`config.mk`:
```
export PLATFORM = sky130hd
export DESIGN_NAME = fm_wm_result_collector
export DESIGN_NICKNAME = d
export VERILOG_FILES = /design/src/rtl/fm_wm_result_collector.sv
export SDC_FILE = /design/constraint.sdc
export NUM_CORES = 1
export LEC_CHECK = 0
export ABC_AREA = 1
export BUFFER_PORTS_ARGS = -buffer_cell sky130_fd_sc_hd__clkbuf_2
export CORE_AREA = 2 2 118 234
export CTS_CLUSTER_DIAMETER = 60
export CTS_CLUSTER_SIZE = 20
export DETAILED_ROUTE_END_ITERATION = 7
export DIE_AREA = 0 0 120 236
export GPL_TIMING_DRIVEN = 0
export PLACE_DENSITY = 0.66
export SYNTH_ARGS = -nofsm -noshare
export SYNTH_HDL_FRONTEND = slang
export SYNTH_SLANG_ARGS = --single-unit
export TNS_END_PERCENT = 1
```
`constraint.sdc`:
```
create_clock -name clk -period 3.8 [get_ports clk]
set_input_delay 0.19 -clock clk [delete_from_list [all_inputs] [get_ports clk]]
set_output_delay 0.19 -clock clk [all_outputs]
set_load 0.1 [all_outputs]
```
`src/rtl/fm_wm_result_collector.sv`:
```
// fm_wm_result_collector: stores one dot-product result per handshake at its (row, col) slot
// in a FEATURE_ROWS x WEIGHT_COLS buffer, filled in row-major order. Once the buffer is full,
// the block offers a registered random-access read port.
// Optional feature: define ARGMAX_EN to add a per-row argmax column, read back as rd_argmax.
module fm_wm_result_collector #(
  parameter int unsigned FEATURE_ROWS   = 6,
  parameter int unsigned WEIGHT_COLS    = 3,
  parameter int unsigned DOT_PROD_WIDTH = 16,
  localparam int unsigned ROW_W = $clog2(FEATURE_ROWS),
  localparam int unsigned COL_W = $clog2(WEIGHT_COLS)
) (
  input  logic                      clk,
  input  logic                      reset,
  input  logic                      start,
  input  logic                      res_valid,
  input  logic [DOT_PROD_WIDTH-1:0] res_data,
  output logic                      res_ready,
  output logic                      done,
  input  logic                      rd_en,
  input  logic [ROW_W-1:0]          rd_row,
  input  logic [COL_W-1:0]          rd_col,
  output logic                      rd_valid,
  output logic [DOT_PROD_WIDTH-1:0] rd_data,
`ifdef ARGMAX_EN
  output logic [COL_W-1:0]          rd_argmax,
`endif
  output logic                      rd_err
);

  localparam logic [ROW_W-1:0] RowLast = ROW_W'(FEATURE_ROWS - 1);
  localparam logic [COL_W-1:0] ColLast = COL_W'(WEIGHT_COLS - 1);

  typedef enum logic [1:0] {StIdle, StCollect, StDone} state_e;

  state_e                    state_q, state_d;
  logic [ROW_W-1:0]          row_cnt_q, row_cnt_d;
  logic [COL_W-1:0]          col_cnt_q, col_cnt_d;
  logic                      accept;
  logic                      last_col;
  logic                      rd_ok;

  logic [DOT_PROD_WIDTH-1:0] buf_q [FEATURE_ROWS][WEIGHT_COLS];

  logic                      rd_valid_q;
  logic                      rd_err_q;
  logic [DOT_PROD_WIDTH-1:0] rd_data_q;

  assign last_col = (col_cnt_q == ColLast);

  // A start arriving together with a read in StDone restarts collection, so the read is refused.
  assign rd_ok = rd_en && (state_q == StDone) && !start &&
                 (rd_row <= RowLast) && (rd_col <= ColLast);

  // State and write-pointer registers.
  always_ff @(posedge clk or negedge reset) begin
    if (!reset) begin
      state_q   <= StIdle;
      row_cnt_q <= '0;
      col_cnt_q <= '0;
    end else begin
      state_q   <= state_d;
      row_cnt_q <= row_cnt_d;
      col_cnt_q <= col_cnt_d;
    end
  end

  // Next state, row-major pointer advance, and handshake/status outputs.
  always_comb begin
    state_d   = state_q;
    row_cnt_d = row_cnt_q;
    col_cnt_d = col_cnt_q;
    res_ready = 1'b0;
    done      = 1'b0;
    accept    = 1'b0;
    unique case (state_q)
      StIdle: begin
        if (start) begin
          state_d   = StCollect;
          row_cnt_d = '0;
          col_cnt_d = '0;
        end
      end
      StCollect: begin
        res_ready = 1'b1;
        if (res_valid) begin
          accept = 1'b1;
          if (last_col) begin
            col_cnt_d = '0;
            if (row_cnt_q == RowLast) begin
              state_d = StDone;
            end else begin
              row_cnt_d = row_cnt_q + 1'b1;
            end
          end else begin
            col_cnt_d = col_cnt_q + 1'b1;
          end
        end
      end
      StDone: begin
        done = 1'b1;
        if (start) begin
          state_d   = StCollect;
          row_cnt_d = '0;
          col_cnt_d = '0;
        end
      end
      default: state_d = StIdle;
    endcase
  end

  // Result buffer; contents deliberately survive reset.
  always_ff @(posedge clk) begin
    if (accept) begin
      buf_q[row_cnt_q][col_cnt_q] <= res_data;
    end
  end

  // Registered read port; rd_data holds its value on rejected or idle cycles.
  always_ff @(posedge clk or negedge reset) begin
    if (!reset) begin
      rd_valid_q <= 1'b0;
      rd_err_q   <= 1'b0;
      rd_data_q  <= '0;
    end else if (rd_ok) begin
      rd_valid_q <= 1'b1;
      rd_err_q   <= 1'b0;
      rd_data_q  <= buf_q[rd_row][rd_col];
    end else begin
      rd_valid_q <= 1'b0;
      rd_err_q   <= rd_en;
    end
  end

  assign rd_valid = rd_valid_q;
  assign rd_err   = rd_err_q;
  assign rd_data  = rd_data_q;

`ifdef ARGMAX_EN
  logic [DOT_PROD_WIDTH-1:0] row_max_q, row_max_d;
  logic [COL_W-1:0]          row_arg_q, row_arg_d;
  logic [COL_W-1:0]          argmax_q [FEATURE_ROWS];
  logic [COL_W-1:0]          rd_argmax_q;

  // Running row maximum: column 0 always loads, and a tie keeps the earlier column.
  always_comb begin
    row_max_d = row_max_q;
    row_arg_d = row_arg_q;
    if ((col_cnt_q == '0) || (res_data > row_max_q)) begin
      row_max_d = res_data;
      row_arg_d = col_cnt_q;
    end
  end

  // Argmax tracking, per-row commit on the final column, and registered readback.
  always_ff @(posedge clk or negedge reset) begin
    if (!reset) begin
      row_max_q   <= '0;
      row_arg_q   <= '0;
      rd_argmax_q <= '0;
      for (int unsigned i = 0; i < FEATURE_ROWS; i++) begin
        argmax_q[i] <= '0;
      end
    end else begin
      if (accept) begin
        row_max_q <= row_max_d;
        row_arg_q <= row_arg_d;
        if (last_col) begin
          argmax_q[row_cnt_q] <= row_arg_d;
        end
      end
      if (rd_ok) begin
        rd_argmax_q <= argmax_q[rd_row];
      end
    end
  end

  assign rd_argmax = rd_argmax_q;
`endif

endmodule
```
==> impl_metrics.py <==
metrics = {
    "synthesis": {
        "yosysSeqAreaShare_pct": 72.29,
        "ys_seq_elements": 313,
        "synth_top_area_cell": "edfxtp_1",
        "synth_fp_nets": 1170,
        "syn_avg_cell_area_sq_um": 11.23,
        "ys_types": 23,
        "yosys.area.top_type_share_pct": 67.41,
        "syn_area_sq_um": 12830,
        "syn_inst": 1142,
        "netlist_top_cells_area": "edfxtp_1 (67%), nand2_1 (12%), nand3_1 (6.3%)",
        "yosysWarnings": 0,
    },
    "die": {
        "core_area_sq_um": 26690,
        "start_util_pct": 48.06,
        "rows": 85,
        "die_x_microns": 120,
        "die_area_sq_um": 28320,
        "io_pins": 46,
        "die_height_microns": 236,
    },
    "timing": {
        "finClkSkew_ps": 12.99,
        "worst_slew_pin_slew_ps": 1377,
        "fin_setup_tns_ps": 0,
        "rsz0062_at_grt": "false",
        "maxSlewHeadroom_pct": 7.841,
        "hold_violations": 0,
        "period_needed_ps": 2607,
        "setup_violations": 0,
        "fmax_mhz": 383.6,
        "period_share_pct": 68.60,
        "slew_violations": 0,
        "fin_ws_ps": 1193,
    },
    "clock_network": {
        "cts_buffer_depth": 3,
        "cts_resized": 0,
        "numCtsBuffers": 19,
        "h-tree-depth": 1,
        "cts_tree": "done",
        "clock_latency_ps": 490,
        "root_buffer": "clkbuf_16",
        "cts.clk_slew.worst_paths_ps": 80,
        "cts_num_sinks": 313,
    },
    "finish": {
        "multi_input_area_sq_um": 2994,
        "final_common_cell": "nand2_1",
        "syn_to_final_growth_pct": 10.68,
        "stdcell_count": 1579,
        "nets": 1247,
        "final_layout_size_suffix_gt1_share_pct": 11.54,
        "fillerInstances": 2308,
        "stdcell_area_sq_um": 14200,
        "regArea_sq_um": 9274,
        "layout_common_cells": "nand2_1 (395), edfxtp_1 (288), nand3_1 (162), a21oi_1 (81), inv_1 (73)",
    },
    "placement": {
        "place_hpwl_microns": 21420,
        "place_congestion": 0.8977,
        "placed_cells": 1541,
        "placedInstanceArea_sq_um": 13600,
        "place.port_buffers": 42,
        "dp_slack_ps": 1111,
    },
    "worst_setup_path": {
        "setup.worst_path.start_class": "flop",
        "critical_path_required_ps": 3910,
        "worst-path-max-fanout": 16,
        "worstPathArrival_ps": 2710,
        "worstSetupEndpointType": "flop",
        "path_class": "flop to flop",
    },
    "detailed_routing": {
        "avgViaCountPerCell": 5.350,
        "post-route-drc-count": 0,
        "finalWirelength_microns": 31120,
        "avgRoutedWirePerCell_microns": 19.71,
        "antenna_left": 0,
        "drt_iter0_drc": 697,
        "dr.pass1.iters": 8,
        "vias": 8447,
    },
    "hold_path": {
        "min_path_type": "primary input to flop",
    },
    "global_route": {
        "grt_first_pass_wirelength_microns": 47310,
        "grt_pass1_vias": 8090,
        "grt_overflow": 0,
        "grt_max_degree": 26,
        "grtUsageTotal_pct": 22.20,
        "antenna_found_initial": 1,
    },
    "outcome": {
        "outcome": "complete, no violations",
    },
    "power": {
        "powerDensity_nw_per_um2": 493.5,
        "ir_drop_v": 0.0004705,
        "power_leakage_nw": 5.605,
    },
    "job": {
        "max-cap-violations": 0,
    },
}
flip-flops by register name, summed over array words and instances, names as in the netlist:
register   count
buf_q        288
rd_err         1
row_cnt_q      3
rd_valid       1
rd_data       16
state_q        2
col_cnt_q      2
repair_timing:
action | 4_1_cts | 5_1_grt
hold buffers | 4 | 0
hold endpoints to repair | 28 | 0
setup buffers | 0 | 0
cell usage after synthesis (all sizes together):
| master | count |
|---|---|
| nand2 | 396 |
| edfxtp | 288 |
| nand3 | 162 |
| a21oi | 81 |
| inv | 79 |
| buf | 48 |
| nor2 | 41 |
| dfrtp | 25 |
| clkbuf | 12 |
| o21ai | 5 |
| ha | 2 |
| nand3b | 1 |
| o22ai | 1 |
| o32ai | 1 |
metrics by stage:
step / util, % / power (mW) / hold WS [ps]
floorplan: - / 4.733 / -105.6
global placement: 50.48 / 5.027 / 284.2
detailed placement: 50.95 / 5.096 / 297.3
CTS: 53.09 / 7.025 / 112.0
global route: 53.18 / 7.259 / 156.7
finish: 53.19 / 7.006 / 119.3
worst paths after layout:
| path | from | endpoint | slack [ps] | depth (start not counted) |
|---|---|---|---|---|
| min | rd_col[1] | rd_data[15]$_DFFE_PN0P_ | 120 | 4 |
| min in group asynchronous | reset | rd_err$_DFF_PN0_ | 300 | 2 |
| max in group asynchronous | reset | rd_data[9]$_DFFE_PN0P_ | 3000 | 2 |
| max | state_q[0]$_DFFE_PN0P_ | buf_q[0][5]$_DFFE_PP_ | 1190 | 6 |
| max reg2reg | state_q[0]$_DFFE_PN0P_ | buf_q[0][5]$_DFFE_PP_ | 1190 | 6 |
| min reg2reg | rd_data[10]$_DFFE_PN0P_ | rd_data[10]$_DFFE_PN0P_ | 530 | 2 |
routing by layer:
layer	up-vias	global-route usage [%]	share of wire, %
met5	-	0	0
met4	0	8.841	4.4
met3	70	2.369	6.9
met2	320	38.93	51
met1	4037	27.95	37
li1	4020	-	-
worst max-delay path, stage by stage, from the launching register on:
cell     delay, ps
dfrtp_1        460
inv_2           80
nor2_2         140
nand2_1        100
inv_1          100
nand2_1        230
nor2_1        1110
cell type report:
cell class                 count  share of cell area (%)
clock buffer                  31                   3.666
clock inverter                 1                 0.06168
multi-input combinational    690                   21.09
tap                          348                   3.067
sequential                   313                   65.32
inverter                      79                   2.088
antenna                        1                 0.01762
buffer                        60                   2.088
timing repair buffer          56                   2.608
cells by family (layout without fill, tap and decap cells):
family	count (synthesis)	count (layout)	share of synthesized area (%)
and+or+nand+nor	600	600	19.42
buffers and inverters	139	227	4.623
DFF	313	313	72.29
AOI/OAI and AO/OA	88	88	3.472
adders and majority gates	2	2	0.1950
other	0	1	0
report_power, final:
part / internal [mW] / switching [mW] / leakage [nW]
sequential: 4.02 / 0.0749 / 2.93
combinational: 0.222 / 0.719 / 2.43
clock: 0.946 / 1.03 / 0.253
(Power assumes the default switching activity.)
